## config.mk

```make
export PLATFORM = sky130hd
export DESIGN_NAME = sfx_sequencer
export DESIGN_NICKNAME = d
export VERILOG_FILES = /design/src/rtl/sfx_pkg.sv /design/src/rtl/sfx_tone_gen.sv /design/src/rtl/sfx_sequencer.sv
export SDC_FILE = /design/constraint.sdc
export NUM_CORES = 1
export LEC_CHECK = 0
export CAP_MARGIN = 20
export CORE_MARGIN = 1
export CORE_UTILIZATION = 32
export CTS_CLUSTER_SIZE = 30
export DETAILED_ROUTE_END_ITERATION = 7
export PLACE_DENSITY = 0.58
export SETUP_SLACK_MARGIN = 0.05
export SYNTH_ARGS = -nofsm -noshare
export SYNTH_HDL_FRONTEND = slang
export SYNTH_SLANG_ARGS = --single-unit
```

## constraint.sdc

```tcl
create_clock -name clk -period 6.1 [get_ports clk]
set_input_delay 1.22 -clock clk [delete_from_list [all_inputs] [get_ports clk]]
set_output_delay 1.22 -clock clk [all_outputs]
set_load 0.01 [all_outputs]
```

## src/rtl/sfx_pkg.sv

```systemverilog
// Shared types, note pitches and the default sound-effect table for the sequencer.
// Latency: none (constants and pure functions only).
// Backpressure: not applicable.
package sfx_pkg;

    localparam int HP_W           = 17;
    localparam int MAX_EVENTS     = 4;
    localparam int MAX_NOTES      = 4;
    localparam int DEFAULT_CLK_HZ = 25_000_000;

    typedef enum logic [1:0] {
        IDLE = 2'd0,
        PLAY = 2'd1,
        GAP  = 2'd2
    } sfxState_t;

    // Indexed [event][note]; each entry is a tone half-period in clocks, 0 = rest.
    typedef logic [MAX_EVENTS-1:0][MAX_NOTES-1:0][HP_W-1:0] sfxTable_t;

    localparam int C4_HZ = 262;
    localparam int E4_HZ = 330;
    localparam int G4_HZ = 392;
    localparam int C5_HZ = 523;
    localparam int E5_HZ = 659;
    localparam int G5_HZ = 784;
    localparam int A5_HZ = 880;
    localparam int C6_HZ = 1047;

    localparam logic [HP_W-1:0] REST = '0;

    function automatic logic [HP_W-1:0] calcHalfPeriod(input int clkHz, input int freqHz);
        return HP_W'(clkHz / (2 * freqHz));
    endfunction

    // Concatenations list note 3 first, so the rightmost entry plays first.
    function automatic sfxTable_t sfxTable(input int clkHz);
        sfxTable_t t;
        // jump: quick rising arpeggio
        t[0] = {calcHalfPeriod(clkHz, C6_HZ), calcHalfPeriod(clkHz, G5_HZ),
                calcHalfPeriod(clkHz, E5_HZ), calcHalfPeriod(clkHz, C5_HZ)};
        // squash: falling thud ending in silence
        t[1] = {REST, calcHalfPeriod(clkHz, C4_HZ),
                calcHalfPeriod(clkHz, E4_HZ), calcHalfPeriod(clkHz, G4_HZ)};
        // score: two high blips separated by a rest
        t[2] = {REST, calcHalfPeriod(clkHz, C6_HZ),
                REST, calcHalfPeriod(clkHz, A5_HZ)};
        // level-up: climbing fanfare
        t[3] = {calcHalfPeriod(clkHz, C6_HZ), calcHalfPeriod(clkHz, A5_HZ),
                calcHalfPeriod(clkHz, G5_HZ), calcHalfPeriod(clkHz, E5_HZ)};
        return t;
    endfunction

    localparam sfxTable_t SFX_TABLE = sfxTable(DEFAULT_CLK_HZ);

endpackage

```

## src/rtl/sfx_tone_gen.sv

```systemverilog
// Square-wave generator: half-period counter plus toggle flop, registered output.
// Latency: wave reflects restart/mute one clock after they are presented.
// Backpressure: none; mute only gates the output, the phase keeps running.
module sfx_tone_gen
    import sfx_pkg::*;
(
    input  logic            clk,
    input  logic            reset_n,
    input  logic [HP_W-1:0] halfPeriod,
    input  logic            restart,
    input  logic            enable,
    input  logic            mute,
    output logic            wave
);

    logic [HP_W-1:0] cnt;
    logic [HP_W-1:0] cntNext;
    logic            phase;
    logic            phaseNext;
    logic            waveNext;
    logic            audible;

    assign audible = (halfPeriod != '0) && !mute;

    // Restart starts a fresh high phase; a rest holds the counter at 0 so it never wraps.
    always_comb begin
        cntNext   = '0;
        phaseNext = 1'b0;
        waveNext  = 1'b0;
        if (restart) begin
            phaseNext = 1'b1;
            waveNext  = audible;
        end else if (enable) begin
            phaseNext = phase;
            if (halfPeriod != '0) begin
                if (cnt == halfPeriod - HP_W'(1)) begin
                    phaseNext = ~phase;
                end else begin
                    cntNext = cnt + HP_W'(1);
                end
            end
            waveNext = phaseNext && audible;
        end
    end

    // Counter, phase and output flops.
    always_ff @(posedge clk or negedge reset_n) begin
        if (!reset_n) begin
            cnt   <= '0;
            phase <= 1'b0;
            wave  <= 1'b0;
        end else begin
            cnt   <= cntNext;
            phase <= phaseNext;
            wave  <= waveNext;
        end
    end

endmodule

```

## src/rtl/sfx_sequencer.sv

```systemverilog
// Priority sound-effect sequencer: plays a fixed note sequence per trigger edge.
// Latency: sound_out responds one clock after the cycle a trigger rise is seen.
// Backpressure: none; rises on lower-priority effects while busy are dropped.
module sfx_sequencer
    import sfx_pkg::*;
#(
    parameter int CLK_HZ      = 25_000_000,
    parameter int NUM_EVENTS  = 4,
    parameter int NUM_NOTES   = 4,
    parameter int NOTE_CYCLES = 3_125_000,
    parameter int GAP_CYCLES  = 250_000,
    parameter logic [NUM_EVENTS-1:0][NUM_NOTES-1:0][HP_W-1:0] NOTE_TABLE = sfxTable(CLK_HZ)
) (
    input  logic                                            clk,
    input  logic                                            reset_n,
    input  logic [NUM_EVENTS-1:0]                           trig,
    input  logic                                            mute,
    output logic                                            sound_out,
    output logic                                            busy,
    output logic [((NUM_EVENTS > 1) ? $clog2(NUM_EVENTS) : 1)-1:0] active_evt,
    output logic [((NUM_NOTES > 1) ? $clog2(NUM_NOTES) : 1)-1:0]   note_idx
);

    localparam int EW = (NUM_EVENTS > 1) ? $clog2(NUM_EVENTS) : 1;
    localparam int NW = (NUM_NOTES > 1) ? $clog2(NUM_NOTES) : 1;
    localparam int TW = $clog2(((NOTE_CYCLES > GAP_CYCLES) ? NOTE_CYCLES : GAP_CYCLES) + 1);
    localparam logic [TW-1:0] NOTE_LAST     = TW'(NOTE_CYCLES - 1);
    localparam logic [TW-1:0] GAP_LAST      = TW'(GAP_CYCLES - 1);
    localparam logic [NW-1:0] NOTE_IDX_LAST = NW'(NUM_NOTES - 1);

    sfxState_t             state;
    sfxState_t             stateNext;
    logic [NUM_EVENTS-1:0] trigQ;
    logic [NUM_EVENTS-1:0] rise;
    logic                  armed;
    logic                  anyRise;
    logic                  accept;
    logic                  noteEnd;
    logic                  gapEnd;
    logic [EW-1:0]         selEvt;
    logic [EW-1:0]         activeEvt;
    logic [EW-1:0]         evtNext;
    logic [NW-1:0]         noteIdx;
    logic [NW-1:0]         noteNext;
    logic [TW-1:0]         timer;
    logic [TW-1:0]         timerNext;
    logic                  toneRestart;
    logic                  toneEnable;
    logic [HP_W-1:0]       toneHp;

    // Trigger history; armed stays low for the first clock so a level held through reset is not an edge.
    always_ff @(posedge clk or negedge reset_n) begin
        if (!reset_n) begin
            trigQ <= '0;
            armed <= 1'b0;
        end else begin
            trigQ <= trig;
            armed <= 1'b1;
        end
    end

    // Edge detect and lowest-index selection.
    always_comb begin
        rise    = trig & ~trigQ & {NUM_EVENTS{armed}};
        anyRise = |rise;
        selEvt  = '0;
        for (int i = NUM_EVENTS - 1; i >= 0; i--) begin
            if (rise[i]) selEvt = EW'(i);
        end
    end

    assign accept  = anyRise && ((state == IDLE) || (selEvt <= activeEvt));
    assign noteEnd = (state == PLAY) && (timer == NOTE_LAST);
    assign gapEnd  = (state == GAP) && (timer == GAP_LAST);

    // Next-state logic; an accepted trigger overrides any terminal-count transition.
    always_comb begin
        stateNext   = state;
        evtNext     = activeEvt;
        noteNext    = noteIdx;
        timerNext   = '0;
        toneRestart = 1'b0;
        toneEnable  = 1'b0;
        if (accept) begin
            stateNext   = PLAY;
            evtNext     = selEvt;
            noteNext    = '0;
            toneRestart = 1'b1;
        end else begin
            case (state)
                PLAY: begin
                    if (noteEnd) begin
                        if (noteIdx == NOTE_IDX_LAST) begin
                            stateNext = IDLE;
                            noteNext  = '0;
                        end else begin
                            stateNext = GAP;
                        end
                    end else begin
                        timerNext  = timer + TW'(1);
                        toneEnable = 1'b1;
                    end
                end
                GAP: begin
                    if (gapEnd) begin
                        stateNext   = PLAY;
                        noteNext    = noteIdx + NW'(1);
                        toneRestart = 1'b1;
                    end else begin
                        timerNext = timer + TW'(1);
                    end
                end
                default: stateNext = IDLE;
            endcase
        end
    end

    // Sequencer state register.
    always_ff @(posedge clk or negedge reset_n) begin
        if (!reset_n) begin
            state     <= IDLE;
            activeEvt <= '0;
            noteIdx   <= '0;
            timer     <= '0;
        end else begin
            state     <= stateNext;
            activeEvt <= evtNext;
            noteIdx   <= noteNext;
            timer     <= timerNext;
        end
    end

    // On a restart the tone generator needs the pitch of the note about to start.
    assign toneHp = toneRestart ? NOTE_TABLE[evtNext][noteNext] : NOTE_TABLE[activeEvt][noteIdx];

    sfx_tone_gen u_toneGen (
        .clk        (clk),
        .reset_n    (reset_n),
        .halfPeriod (toneHp),
        .restart    (toneRestart),
        .enable     (toneEnable),
        .mute       (mute),
        .wave       (sound_out)
    );

    assign busy       = (state != IDLE);
    assign active_evt = activeEvt;
    assign note_idx   = noteIdx;

endmodule

```

Yosys cells after proc, flatten, opt, wreduce, memory -nomap -nowiden
Cells that the tools add are included.
Cells by class
  $add $sub $neg: 4
  order comparisons: 5
  eq/ne operators: 8
  mux-type cells: 46
  bitwise operators: 4
  reduce and logical (&&, ||, !) cells: 12
Operator list (number)
  $bmux 68 s2: 2
  $mux 68: 2
  $mux 17: 7
  $bmux 17 s2: 2
  $mux 22: 3
  $pmux 22 s2: 1
  $mux 2: 13
  $add 22x1->22 const B: 1
  $eq 22x18->1 const B: 1
  $eq 22x22->1 const B: 1
  $add 17x1->17 const B: 1
  $eq 17x17->1: 1
  $reduce_bool 17->1: 1
  $sub 17x1->17 const B: 1
  $mux 1: 14
  $lt 2x3->1 const B: 4
  $and 4x4->4: 2
  $pmux 2 s2: 2
  $ne 3x3->1 const B: 2
  $logic_and 1x1->1: 5
  $eq 2x2->1 const B: 2
  $not 4->4: 1
  $reduce_or 4->1: 1
  $add 2x1->2 const B: 1
  8 further kinds: 8
Word-level totals
  bits in registers: 52
  input port bits: 7
  output and inout port bits: 6
  word-level logic and storage cells: 88

Logic depth before layout (Yosys ltp)
Gate-level depths: netlist (run 1).
  depth after elaboration: 25
  gate-level depth with buffers: 26
  gate-level depth less buffers: 25

By module
Synthesis (run 1) repeated with hierarchy kept, for this count alone.
Second synthesis, totals
  cells, all modules: 507
  area total of the unflattened synthesis: 4435.5 µm²
By module, submodules not included
  sfx_sequencer: instances 1, cells each 334, area an instance 2788.9 µm²
  sfx_tone_gen: instances 1, cells each 173, area an instance 1646.6 µm²

Least setup slack after synthesis (run 1)
Ideal clock, no wire load.
  path kind: input to register
  from: input port trig[3]
  to: register u_toneGen.cnt[9]
  arrival time: 5.718 ns
  required time: 5.977 ns
  path slack: 0.259 ns
  stages on the path: 23
  path buffers: 1
  path through: nand2b_1 a21oi_1 nor2b_1 ha_1 nor2b_1 o21ai_1 a21oi_1 a21oi_1 ha_1 mux2i_1 a211oi_1 inv_1 ha_1 xor2_1 o21ai_0 a2111oi_0 nand4_1 a21oi_1 and4bb_1 nand4bb_2 nand4_4 buf_8 nor2_4
On the way
  word-level cells in the longest chain between the ends: 21
  elaborated cells on any way between the ends: 26
  those cells by class: add/sub (1); order compare (1); eq/ne (1); mux (17); bitwise (2); reduce/logical (4)
RTL lines
  start, declared: line sfx_sequencer.sv:16  | input logic [NUM_EVENTS-1:0] trig,
  $and 4x4->4 (*) (2 in series): line sfx_sequencer.sv:64  | rise = trig & ~trigQ & {NUM_EVENTS{armed}};
  $mux 2 (4 in series): line sfx_sequencer.sv:68  | if (rise[i]) selEvt = EW'(i);
  $le 2x2->1: line sfx_sequencer.sv:72  | assign accept = anyRise && ((state == IDLE) || (selEvt <= activeEvt));
  $logic_or 1x1->1: line sfx_sequencer.sv:72
  $logic_and 1x1->1: line sfx_sequencer.sv:72
  $mux 2 (*): line sfx_sequencer.sv:84  | if (accept) begin
  net evtNext[1]: line sfx_sequencer.sv:42  | logic [EW-1:0] evtNext;
  $bmux 68 s2 (*): line sfx_sequencer.sv:134  | assign toneHp = toneRestart ? NOTE_TABLE[evtNext][noteNext] : NOTE_TABLE[activeEvt][noteIdx];
  [3 not listed]
  $mux 17 (*): line sfx_sequencer.sv:134
  $sub 17x1->17: line sfx_tone_gen.sv:36  | if (cnt == halfPeriod - HP_W'(1)) begin
  $eq 17x17->1: line sfx_tone_gen.sv:36
  $mux 17: line sfx_tone_gen.sv:36
  $mux 17 (*): line sfx_tone_gen.sv:35  | if (halfPeriod != '0) begin
  $mux 17 (*): line sfx_tone_gen.sv:33  | end else if (enable) begin
  $mux 17 (*): line sfx_tone_gen.sv:30  | if (restart) begin
  net u_toneGen.cntNext[9]: line sfx_tone_gen.sv:17  | logic [HP_W-1:0] cntNext;
  end signal, assigned: line sfx_tone_gen.sv:53  | cnt <= cntNext;
  end, declared: line sfx_tone_gen.sv:16  | logic [HP_W-1:0] cnt;
The timed path passes the listed nets; every way through them passes the cells marked *. The select of a mux whose other input is x is not followed.
A chain may end at the register's enable or synchronous reset.

Worst setup path after layout (run 1)
  from: input port trig[2]
  to: register u_toneGen.cnt[13]
On the way
  word-level cells in the longest chain between the ends: 20
  elaborated cells on any way between the ends: 25
  those cells by class: add/sub (1); order compare (1); eq/ne (1); mux (16); bitwise (2); reduce/logical (4)
RTL lines (line)
  $and 4x4->4 (*) (2 in series): sfx_sequencer.sv:64
  $mux 2 (3 in series): sfx_sequencer.sv:68
  $le 2x2->1: sfx_sequencer.sv:72
  $logic_or 1x1->1: sfx_sequencer.sv:72
  $logic_and 1x1->1: sfx_sequencer.sv:72
  $mux 2 (*): sfx_sequencer.sv:84
  net evtNext[0]: sfx_sequencer.sv:42
  $bmux 68 s2 (*): sfx_sequencer.sv:134
  [3 not listed]
  $mux 17 (*): sfx_sequencer.sv:134
  $sub 17x1->17: sfx_tone_gen.sv:36
  $eq 17x17->1: sfx_tone_gen.sv:36
  $mux 17: sfx_tone_gen.sv:36
  $mux 17 (*): sfx_tone_gen.sv:35
  $mux 17 (*): sfx_tone_gen.sv:33
  $mux 17 (*): sfx_tone_gen.sv:30
  net u_toneGen.cntNext[13]: sfx_tone_gen.sv:17
Marked as above.

==> results.cfg, run 1 <==
[status]
status = completed

[sta]
fin_setup_tns_ps = 0
timing.final.crit_share = 0.934
max_slew_margin = 0.431
max_freq_ghz = 0.176
rsz0062_at_grt = no
setup-violations-final = 0
final_hold_viol_count = 0
fin_skew_ps = 16.0
worst_slack_ps = 404
layout_min_cycle_time_ps = 5700
finalMaxSlewViolations = 0
worst_slew_pin_slew_ps = 852

[synth]
synth-edff-count = 0
syn_area_sq_um = 4500
synth.distinct_cells = 84
syn_avg_cell_area_sq_um = 8.87
syn_nets = 537
async_flop_share = 1.00
ys.flop_type = dfrtp_1
yosysSeqAreaShare = 0.289
yosysWarnings = 0
ys_ff_latch = 52
synthCells = 507

[placed_design]
placed_cells = 727
pre_cts_ws_ps = -326
port_buffers = 12
dpl.hpwl_mm = 9.19
gp_congestion = 0.901

[floorplan]
initial_core_util = 0.334
coreArea_sq_um = 13500
die-area_sq_um = 14500
io_pins = 13
dieHeight_um = 121
die_x_um = 121
row_count = 42

[clock_tree]
cts_buffers = 5
hold_buffers = 0
cts_buffer_depth = 2
clk_latency_ps = 300
root_buffer = clkbuf_16
htree_levels = 2
path_clk_slew_ps = 70
clock_sinks = 52
cts_tree = yes

[final_layout]
fin_util = 0.416
multi_input_area_sq_um = 3190
nNetsFinal = 603
n_antenna_cell = 0
final_common_cell = nor2_1
stdcell_count = 750
drive_above_1_share = 0.247
layout_common_cells = nor2_1 (63), buf_4 (56), dfrtp_1 (52), nand2_1 (35), xor2_1 (27)
seqCellArea_sq_um = 1300
num-fill-cells = 1362
area_delta_synth_final_pct = 24.4

[power_and_ir_drop]
ir_drop_uv = 186
p_per_area_nw_per_um2 = 456
p_leak_nw = 2.25

[flow_run]
cap_violations = 0

[route]
drc = 0
firstDrtPassIters = 4
vias_per_cell = 5.35
wire_per_inst_um = 16.7
wirelength_mm = 12.5
drt_iter0_markers = 213
via_count = 4010
ant_nets = 0

[critical_path]
end_kind = flop
start_kind = input pin
cp.arrival_ps = 5930
crit_type = input pin to flop
path_max_fanout = 8
critPathRequiredTime_ps = 6330

[min_path]
min_path_type = flop to flop

[grt]
antenna_found_initial = 0
overflow = 0
grt_first_pass_wirelength_mm = 20.3
grt_pass1_vias = 3876
grt_max_degree = 53
gr-usage-all-layers = 0.175
[worst paths after layout]
| check | slack (ps) | cells after the start | from | to |
|---|---|---|---|---|
| min in group asynchronous | 1050 | 2 | reset_n | timer[9]$_DFF_PN0_ |
| min | 460 | 1 | timer[0]$_DFF_PN0_ | timer[0]$_DFF_PN0_ |
| max | 400 | 25 | trig[2] | u_toneGen.cnt[13]$_DFF_PN0_ |
| max reg2reg | 1000 | 24 | trigQ[3]$_DFF_PN0_ | u_toneGen.cnt[13]$_DFF_PN0_ |
| max in group asynchronous | 4580 | 2 | reset_n | u_toneGen.cnt[0]$_DFF_PN0_ |
| min reg2reg | 460 | 1 | timer[0]$_DFF_PN0_ | timer[0]$_DFF_PN0_ |
[layer usage]
| metal | wire [um] | global-route usage | up-vias |
|---|---|---|---|
| li1 | - | - | 1961 |
| met1 | 5630 | 0.233 | 1975 |
| met2 | 6250 | 0.297 | 63 |
| met3 | 517 | 0.0226 | 11 |
| met4 | 148 | 0.0432 | 0 |
| met5 | 0 | 0 | - |
[metrics by stage]
| stage | power [W] | hold WS [ps] | cell area (sq um) |
|---|---|---|---|
| 4_1_cts | 0.00238 | 464 | 5270 |
| 2_1_floorplan | 0.00154 | 425 | 4500 |
| 6_report | 0.00255 | 456 | 5600 |
| 5_1_grt | 0.00273 | 484 | 5600 |
| 3_5_place_dp | 0.00208 | 456 | 5120 |
| 3_3_place_gp | 0.00206 | 440 | 5120 |
[synthesized netlist by cell type (4+ instances only)]
master / count / area [sq um]
nand4_1: 12 / 75.1
and2_1: 5 / 31.3
nor2b_1: 6 / 37.5
xor2_1: 27 / 236
o211ai_1: 9 / 67.6
nor4b_4: 4 / 95.1
ha_1: 23 / 288
nor2_4: 8 / 90.1
nand2b_1: 4 / 25.0
clkbuf_1: 9 / 33.8
a21oi_1: 20 / 100
nor3_1: 10 / 50.1
and3_1: 14 / 87.6
a211oi_1: 6 / 45.0
nand3_1: 23 / 115
nand2_1: 35 / 131
inv_1: 24 / 90.1
o21ai_0: 19 / 95.1
xnor2_1: 24 / 210
nor2_1: 66 / 248
mux2i_1: 8 / 80.1
dfrtp_1: 52 / 1300
[state kept, by name (all words and copies together), names as in the netlist]
register	count
u_toneGen.wave	1
trigQ	4
armed	1
u_toneGen.phase	1
timer	22
u_toneGen.cnt	17
note_idx	2
state	2
active_evt	2
[cell families after synthesis]
| group | synth area share |
|---|---|
| AND/OR/NAND/NOR | 0.291 |
| AO/OA/AOI/OAI | 0.192 |
| adder cells (fa/ha/maj) | 0.0640 |
| multiplexers | 0.0228 |
| buffers and inverters | 0.0403 |
| XOR/XNOR | 0.0993 |
| other | 0.000833 |
| flip-flops | 0.289 |
[area by class of cell]
cell class              count  share of cell area
clock buffers               5              0.0223
clock inverters             3             0.00335
inverters                  27              0.0192
multi-input cells         414               0.569
flip-flops and latches     52               0.232
well taps                 176              0.0393
repair buffers             73               0.114
[report_power, final]
group	switching (W)	internal, W	leakage (nW)
Combinational	0.00105	0.000791	1.48
Clock	0.000134	0.000152	0.0736
Sequential	0.0000540	0.000375	0.704
Total	0.00124	0.00132	2.25
[repair_timing]
| item | 4_1_cts | 5_1_grt |
|---|---|---|
| setup endpoints to repair | 18 | 19 |
| gates resized for setup | 2 | 44 |
| gates cloned | 0 | 2 |
| pin swaps | 0 | 24 |
| setup buffers | 1 | 12 |
[worst max-delay path: stages]
cell,delay [ps]
dlymetal6s2s_1,140
nor2b_1,140
o21ai_1,130
and3_1,190
inv_1,80
ha_4,220
a21oi_2,170
o21ai_4,110
and2_4,170
a21oi_4,210
inv_2,100
buf_4,160
ha_2,190
buf_4,150
mux2_2,260
a221o_1,380
nor4_4,390
buf_4,180
nand3_1,80
a32o_1,300
a21oi_2,210
nand4bb_4,210
nand4_4,170
clkbuf_16,270
nor2_4,100
Note: power is estimated with default switching activity, not from simulation.
==> inputs of run 2 (changes only) <==
Settings changed: SLEW_MARGIN set to 0.
==> results of run 2 <==
Final layout, timing and power as in run 1 (identical DEF).
